===== src/rtl/seq_alu_if.sv =====
// Operand/result handshake bundle for seq_alu: valid/ready on the way in,
// a one-cycle out_valid pulse (qualified by err) on the way out.
interface seq_alu_if #(
    parameter int unsigned WIDTH = 16
) ();
    logic               valid;
    logic               ready;
    logic [WIDTH-1:0]   op1;
    logic [WIDTH-1:0]   op2;
    logic [2:0]         sel;
    logic [2*WIDTH-1:0] result;
    logic               out_valid;
    logic               err;

    modport master (
        output valid, op1, op2, sel,
        input  ready, result, out_valid, err
    );

    modport slave (
        input  valid, op1, op2, sel,
        output ready, result, out_valid, err
    );
endinterface


===== src/rtl/seq_alu.sv =====
// Multi-cycle unsigned ALU: single-cycle logic/add/shift, one-bit-per-clock MUL and DIV.
// Define SEQ_ALU_DIV_EN to build the restoring divider; otherwise DIV reports err.
module seq_alu #(
    parameter int unsigned WIDTH = 16
) (
    input logic      clk,
    input logic      rst,
    seq_alu_if.slave bus
);
    localparam int unsigned DW    = 2 * WIDTH;
    localparam int unsigned CNT_W = $clog2(WIDTH) + 1;

    localparam logic [2:0] SelAnd = 3'd0;
    localparam logic [2:0] SelAdd = 3'd1;
    localparam logic [2:0] SelSub = 3'd2;
    localparam logic [2:0] SelMul = 3'd3;
    localparam logic [2:0] SelDiv = 3'd4;
    localparam logic [2:0] SelOr  = 3'd5;
    localparam logic [2:0] SelShl = 3'd6;
    localparam logic [2:0] SelXor = 3'd7;

    localparam logic [DW-1:0]    ShlLimit = DW'(DW);
    localparam logic [CNT_W-1:0] LastCnt  = CNT_W'(WIDTH - 1);

    typedef enum logic [1:0] {StIdle, StBusy, StDone} state_e;

    state_e           state_q, state_d;
    logic [DW-1:0]    mcand_q, mcand_d;
    logic [WIDTH-1:0] mplier_q, mplier_d;
    logic [DW-1:0]    acc_q, acc_d;
    logic [CNT_W-1:0] cnt_q, cnt_d;
    logic [DW-1:0]    result_q, result_d;
    logic             err_q, err_d;

    logic [DW-1:0]    op1z, op2z, fast_res, mul_acc, step_acc;
    logic             fast_err, iterative, shift_ops;

    assign op1z    = DW'(bus.op1);
    assign op2z    = DW'(bus.op2);
    assign mul_acc = mplier_q[0] ? acc_q + mcand_q : acc_q;

`ifdef SEQ_ALU_DIV_EN
    logic             is_div_q, is_div_d;
    logic [WIDTH:0]   trial;
    logic [WIDTH-1:0] diff;
    logic             ge;

    // acc holds {partial remainder, dividend shifting into quotient}; divisor sits in mplier.
    assign trial     = {acc_q[DW-1:WIDTH], acc_q[WIDTH-1]};
    assign ge        = trial >= {1'b0, mplier_q};
    assign diff      = trial[WIDTH-1:0] - mplier_q;
    assign step_acc  = is_div_q ? {(ge ? diff : trial[WIDTH-1:0]), acc_q[WIDTH-2:0], ge}
                                : mul_acc;
    assign shift_ops = !is_div_q;
`else
    assign step_acc  = mul_acc;
    assign shift_ops = 1'b1;
`endif

    always_comb begin
        fast_res  = '0;
        fast_err  = 1'b0;
        iterative = 1'b0;
        unique case (bus.sel)
            SelAnd: fast_res = op1z & op2z;
            SelAdd: fast_res = op1z + op2z;
            SelSub: fast_res = op1z - op2z;
            SelMul: iterative = 1'b1;
            SelDiv: begin
`ifdef SEQ_ALU_DIV_EN
                if (bus.op2 == '0) begin
                    fast_res = {bus.op1, {WIDTH{1'b1}}};
                    fast_err = 1'b1;
                end else begin
                    iterative = 1'b1;
                end
`else
                fast_err = 1'b1;
`endif
            end
            SelOr:  fast_res = op1z | op2z;
            SelShl: fast_res = (op2z >= ShlLimit) ? '0 : op1z << op2z;
            SelXor: fast_res = op1z ^ op2z;
        endcase
    end

    always_comb begin
        state_d  = state_q;
        mcand_d  = mcand_q;
        mplier_d = mplier_q;
        acc_d    = acc_q;
        cnt_d    = cnt_q;
        result_d = result_q;
        err_d    = err_q;
`ifdef SEQ_ALU_DIV_EN
        is_div_d = is_div_q;
`endif
        unique case (state_q)
            StIdle: begin
                if (bus.valid) begin
                    mcand_d  = op1z;
                    mplier_d = bus.op2;
                    acc_d    = (bus.sel == SelDiv) ? op1z : '0;
                    cnt_d    = '0;
                    err_d    = fast_err;
`ifdef SEQ_ALU_DIV_EN
                    is_div_d = (bus.sel == SelDiv);
`endif
                    if (iterative) begin
                        state_d = StBusy;
                    end else begin
                        result_d = fast_res;
                        state_d  = StDone;
                    end
                end
            end
            StBusy: begin
                acc_d = step_acc;
                cnt_d = cnt_q + 1'b1;
                if (shift_ops) begin
                    mcand_d  = mcand_q << 1;
                    mplier_d = mplier_q >> 1;
                end
                if (cnt_q == LastCnt) begin
                    result_d = step_acc;
                    state_d  = StDone;
                end
            end
            StDone:  state_d = StIdle;
            default: state_d = StIdle;
        endcase
    end

    always_ff @(posedge clk) begin
        if (rst) begin
            state_q  <= StIdle;
            mcand_q  <= '0;
            mplier_q <= '0;
            acc_q    <= '0;
            cnt_q    <= '0;
            result_q <= '0;
            err_q    <= 1'b0;
`ifdef SEQ_ALU_DIV_EN
            is_div_q <= 1'b0;
`endif
        end else begin
            state_q  <= state_d;
            mcand_q  <= mcand_d;
            mplier_q <= mplier_d;
            acc_q    <= acc_d;
            cnt_q    <= cnt_d;
            result_q <= result_d;
            err_q    <= err_d;
`ifdef SEQ_ALU_DIV_EN
            is_div_q <= is_div_d;
`endif
        end
    end

    assign bus.ready     = (state_q == StIdle);
    assign bus.out_valid = (state_q == StDone);
    assign bus.result    = result_q;
    assign bus.err       = err_q;
endmodule


===== src/flat_wrapper.sv =====
// flat-port wrapper written by rule: the top's interface ports become plain ports
module seq_alu_flat 
#(
    parameter int unsigned WIDTH = 16
)
  (clk, rst, bus_valid, bus_op1, bus_op2, bus_sel, bus_ready, bus_result, bus_out_valid, bus_err);
  seq_alu_if #(.WIDTH(WIDTH)) bus_i ();
  input logic clk;
  input logic rst;
  input wire logic [$bits(bus_i.valid)-1:0] bus_valid;
  input wire logic [$bits(bus_i.op1)-1:0] bus_op1;
  input wire logic [$bits(bus_i.op2)-1:0] bus_op2;
  input wire logic [$bits(bus_i.sel)-1:0] bus_sel;
  output wire logic [$bits(bus_i.ready)-1:0] bus_ready;
  output wire logic [$bits(bus_i.result)-1:0] bus_result;
  output wire logic [$bits(bus_i.out_valid)-1:0] bus_out_valid;
  output wire logic [$bits(bus_i.err)-1:0] bus_err;
  assign bus_i.valid = bus_valid;
  assign bus_i.op1 = bus_op1;
  assign bus_i.op2 = bus_op2;
  assign bus_i.sel = bus_sel;
  assign bus_ready = bus_i.ready;
  assign bus_result = bus_i.result;
  assign bus_out_valid = bus_i.out_valid;
  assign bus_err = bus_i.err;
  seq_alu #(.WIDTH(WIDTH)) u_core (.clk(clk), .rst(rst), .bus(bus_i));
endmodule

===== config.mk =====
export PLATFORM = sky130hd
export DESIGN_NAME = seq_alu_flat
export DESIGN_NICKNAME = d
export VERILOG_FILES = /design/src/rtl/seq_alu_if.sv /design/src/rtl/seq_alu.sv /design/src/flat_wrapper.sv
export SDC_FILE = /design/constraint.sdc
export NUM_CORES = 1
export LEC_CHECK = 0
export CAP_MARGIN = 30
export CORE_MARGIN = 2
export CORE_UTILIZATION = 60
export CTS_BUF_LIST = sky130_fd_sc_hd__clkbuf_2 sky130_fd_sc_hd__clkbuf_4 sky130_fd_sc_hd__clkbuf_8
export CTS_CLUSTER_DIAMETER = 30
export CTS_CLUSTER_SIZE = 20
export DETAILED_ROUTE_END_ITERATION = 7
export PLACE_DENSITY = 0.81
export REMOVE_ABC_BUFFERS = 1
export SKIP_LAST_GASP = 1
export SYNTH_ARGS = -nofsm -noshare
export SYNTH_HDL_FRONTEND = slang
export SYNTH_SLANG_ARGS = --single-unit

===== constraint.sdc =====
create_clock -name clk -period 5.8 [get_ports clk]
set_clock_uncertainty 0.2 [all_clocks]
set_input_delay 1.16 -clock clk [delete_from_list [all_inputs] [get_ports clk]]
set_output_delay 1.16 -clock clk [all_outputs]
set_load 0.1 [all_outputs]

==> impl_summary.txt <==
----------------------------------------------------
[GRT]
  Initial antenna violation count ... 0
  Wire length of the first global-routing pass ... 56,730 µm
  Number of global-route vias before repair ... 10,420
  Global route total overflow ... 0
  GR Util All Layers ... 38.84%
  Maximum number of pins on one net before global-route repair ... 85

[Flow run]
  Maxcap violations ... 0

[Synthesis]
  Number of cells produced by synthesis ... 1,411
  Fraction of synthesized cell area in xor and xnor cells ... 2.724%
  Adder and majority cell fraction of the synthesized area ... 10.12%
  Share of the yosys chip area belonging to registers ... 22.64%
  Largest cells by area after synthesis ... sky130_fd_sc_hd__dfxtp_1, sky130_fd_sc_hd__ha_1, sky130_fd_sc_hd__nor2_1
  Basic-gate share of the synthesized area counting and, or, nand and nor cells ... 20.44%
  Proportion of netlist area held by the largest area contributor ... 22.64%
  Warnings from Yosys ... 0
  Compound-cell area share of the yosys netlist ... 32.09%
  Dominant combinational cell family by area after synthesis ... compound AO/OA/AOI/OAI gates
  Synth Register Bits ... 120
  Fraction of synthesized area in multiplexers ... 5.283%
  Most common flop cell mapped by yosys ... sky130_fd_sc_hd__dfxtp_1
  Post-Synthesis Mean Instance Area ... 7.520 µm²
  Library cells used by synthesis ... 100
  Number of enable-type register cells in the synthesized netlist ... 0
  Cell area after synthesis ... 0.01061 mm²
  Top cell type by total area after synthesis ... sky130_fd_sc_hd__dfxtp_1
  Post-synthesis async set-or-reset flop share ... 0%

[Clocking]
  Worst-Skew Late Latency ... 0.46 ns
  Clock transition at the registers of the reported paths ... 0.08 ns
  Number of buffers created by CTS ... 17
  H-tree depth ... 4
  Total setup buffers inserted after CTS ... 0
  Sinks on Clock Net ... 120
  Deepest clock path buffer count ... 2
  CTS tree ... done
  Hold buffer count at cts ... 0
  Gates resized, CTS repair ... 0
  Root buf cell ... sky130_fd_sc_hd__clkbuf_8

[Route]
  Detailed-route DRC error count ... 0
  Starting DRT DRC Count ... 1,360
  Post-detailed-routing wire length ... 36,410 µm
  Number of vias per cell ... 6.829
  Detailed-router iteration count before antenna repair ... 6
  Routed length per instance ... 21.91 µm
  Total number of vias ... 11,350
  Number of nets still failing antenna checks after routing ... 0

[Timing]
  Post-route worst hold slack ... 0.2762 ns
  TNS Setup ... 0 ns
  Final period demand of the worst path ... 4.564 ns
  Max Clock Freq ... 219.1 MHz
  Headroom to the max-slew limit ... 30.58%
  Final worst slack ... 1.236 ns
  Final Hold Violating Endpoints ... 0
  Unrepaired setup endpoints after global routing ... false
  Final period utilization ... 78.68%
  Actual transition at the worst max-transition pin ... 1.041 ns
  Slew Viols, Final ... 0
  Setup violations, final ... 0

[Pwr]
  Maximum vdd drop ... 225.0 µV
  Power per cell area ... 214.1 mW/mm²
  Leakage ... 4.696 nW
  Power after layout ... 2.517 mW

[Floorplan]
  Number of ports placed on the die boundary ... 73
  Die boundary height ... 137.0 µm
  Core area ... 0.01730 mm²
  Initial core utilization ... 61.34%
  Die area ... 0.01876 mm²
  Die width ... 137.0 µm
  Number of placement rows ... 48

[Min path]
  Hold/Removal Path Class ... flip-flop to flip-flop
  Worst hold start ... u_core.acc_q[31]
  Hold endpoint ... u_core.acc_q[31]
  Number of cells traversed by the worst hold path ... 2

[Setup path]
  Path depth of the worst reg2reg path ... 12
  Data required time at the worst endpoint ... 5.97 ns
  Reg2reg start ... u_core.mcand_q[0]
  Kind of critical path ... primary input to flip-flop
  Arrival time worst endpoint ... 4.73 ns
  Register-to-register setup slack ... 2.11 ns
  Nature of the critical path endpoint ... flip-flop
  Worst reg2reg path endpoint ... u_core.acc_q[24]
  Critical path launch point type ... primary input
  Largest fanout on the critical path ... 10

[Status]
  Result of the run ... completed

[Placed design]
  Placement-stage cell area ... 0.01136 mm²
  Setup WS pre-CTS ... 0.8819 ns
  Number of port buffers ... 72
  Post-detail-place hpwl ... 26,270 µm
  Gp weighted congestion ... 1.032
  Dpl cells ... 1,631

[Layout]
  Commonest non-fill, non-tap cells in the layout ... sky130_fd_sc_hd__nor2_1, sky130_fd_sc_hd__nand2_1, sky130_fd_sc_hd__a21oi_1
  Utilization of the core after routing ... 67.98%
  ANT cells ... 0
  P&R area growth vs syn ... 10.81%
  # nets final ... 1,547
  Share of cells above drive strength 1 ... 9.743%
  Final std cell area, no fill ... 0.01176 mm²
  Post-layout instance count excluding filler cells ... 1,662
  Most common cell after layout, fill and taps aside ... sky130_fd_sc_hd__nor2_1

----------------------------------------------------
## report_power, final
part | switching, mW | internal [mW]
logic | 0.549 | 0.274
registers | 0.0369 | 0.871
clock network | 0.379 | 0.407
total | 0.965 | 1.55
## metal layers
layer | part of all wire (%) | wire (µm) | GRT usage (%)
met1 | 42 | 15120 | 51.93
met2 | 45 | 16380 | 60.17
met3 | 9.6 | 3487 | 8.000
met4 | 3.9 | 1413 | 17.41
met5 | 0 | 0 | 0
## worst max-delay path, stage by stage
cell	delay [ns]
sky130_fd_sc_hd__clkdlybuf4s50_1	0.61
sky130_fd_sc_hd__clkinv_1	0.34
sky130_fd_sc_hd__ha_1	0.45
sky130_fd_sc_hd__a211oi_1	0.41
sky130_fd_sc_hd__o211ai_1	0.25
sky130_fd_sc_hd__nand2_1	0.15
sky130_fd_sc_hd__o41ai_1	0.12
sky130_fd_sc_hd__o31a_1	0.32
sky130_fd_sc_hd__a2111oi_0	0.51
sky130_fd_sc_hd__o21a_1	0.19
sky130_fd_sc_hd__a31oi_1	0.09
sky130_fd_sc_hd__o22ai_1	0.13
## cell families after synthesis
logic type,after synthesis
buf+inv,168
compound gates,493
fa+ha+maj,84
xor+xnor,33
simple gates,472
mux,41
flops,120
## layout make-up
type | count | area [µm²]
Clock inverter | 10 | 122.6
Fill cell | 1517 | 5539
Multi-Input combinational cell | 1123 | 7518
Timing Repair Buffer | 100 | 925.9
Sequential cell | 120 | 2402
Inverter | 63 | 236.5
Clock buffer | 21 | 270.3
Tap cell | 225 | 281.5
## synth_stat cells, types with 12 or more instances
master / n
sky130_fd_sc_hd__o221ai_1: 12
sky130_fd_sc_hd__inv_1: 58
sky130_fd_sc_hd__ha_1: 81
sky130_fd_sc_hd__nand2_1: 129
sky130_fd_sc_hd__o22ai_1: 16
sky130_fd_sc_hd__o221a_2: 16
sky130_fd_sc_hd__mux2i_1: 20
sky130_fd_sc_hd__a211oi_1: 26
sky130_fd_sc_hd__nor3_1: 36
sky130_fd_sc_hd__nor2b_1: 25
sky130_fd_sc_hd__a22oi_1: 37
sky130_fd_sc_hd__dfxtp_1: 120
sky130_fd_sc_hd__o21ai_0: 80
sky130_fd_sc_hd__a21o_1: 19
sky130_fd_sc_hd__buf_2: 17
sky130_fd_sc_hd__nor2_1: 172
sky130_fd_sc_hd__a31oi_1: 23
sky130_fd_sc_hd__xnor2_1: 23
sky130_fd_sc_hd__clkbuf_1: 73
sky130_fd_sc_hd__a311oi_1: 17
sky130_fd_sc_hd__nand3_1: 31
sky130_fd_sc_hd__a21oi_1: 125
sky130_fd_sc_hd__nand4_1: 16
## state kept, by name, indices dropped and copies added (netlist names)
signal,cells
u_core.bus.result,32
u_core.mcand_q,32
u_core.bus.err,1
u_core.cnt_q,5
u_core.mplier_q,16
u_core.state_q,2
u_core.acc_q,32
## worst max path at each step
stage	start	end	slack, ns	depth (start not counted)
CTS	bus_op2[1]	u_core.bus.result[15]	1.33	12
finish	bus_op2[1]	u_core.bus.result[15]	1.24	12
global route	bus_op2[1]	u_core.bus.result[15]	0.88	12
floorplan	bus_valid	u_core.acc_q[20]	1.21	5
global placement	bus_op1[0]	u_core.bus.result[25]	1.0	13
detailed placement	bus_op2[1]	u_core.bus.result[15]	0.88	12
No activity file was read; power rests on OpenSTA's default activity.
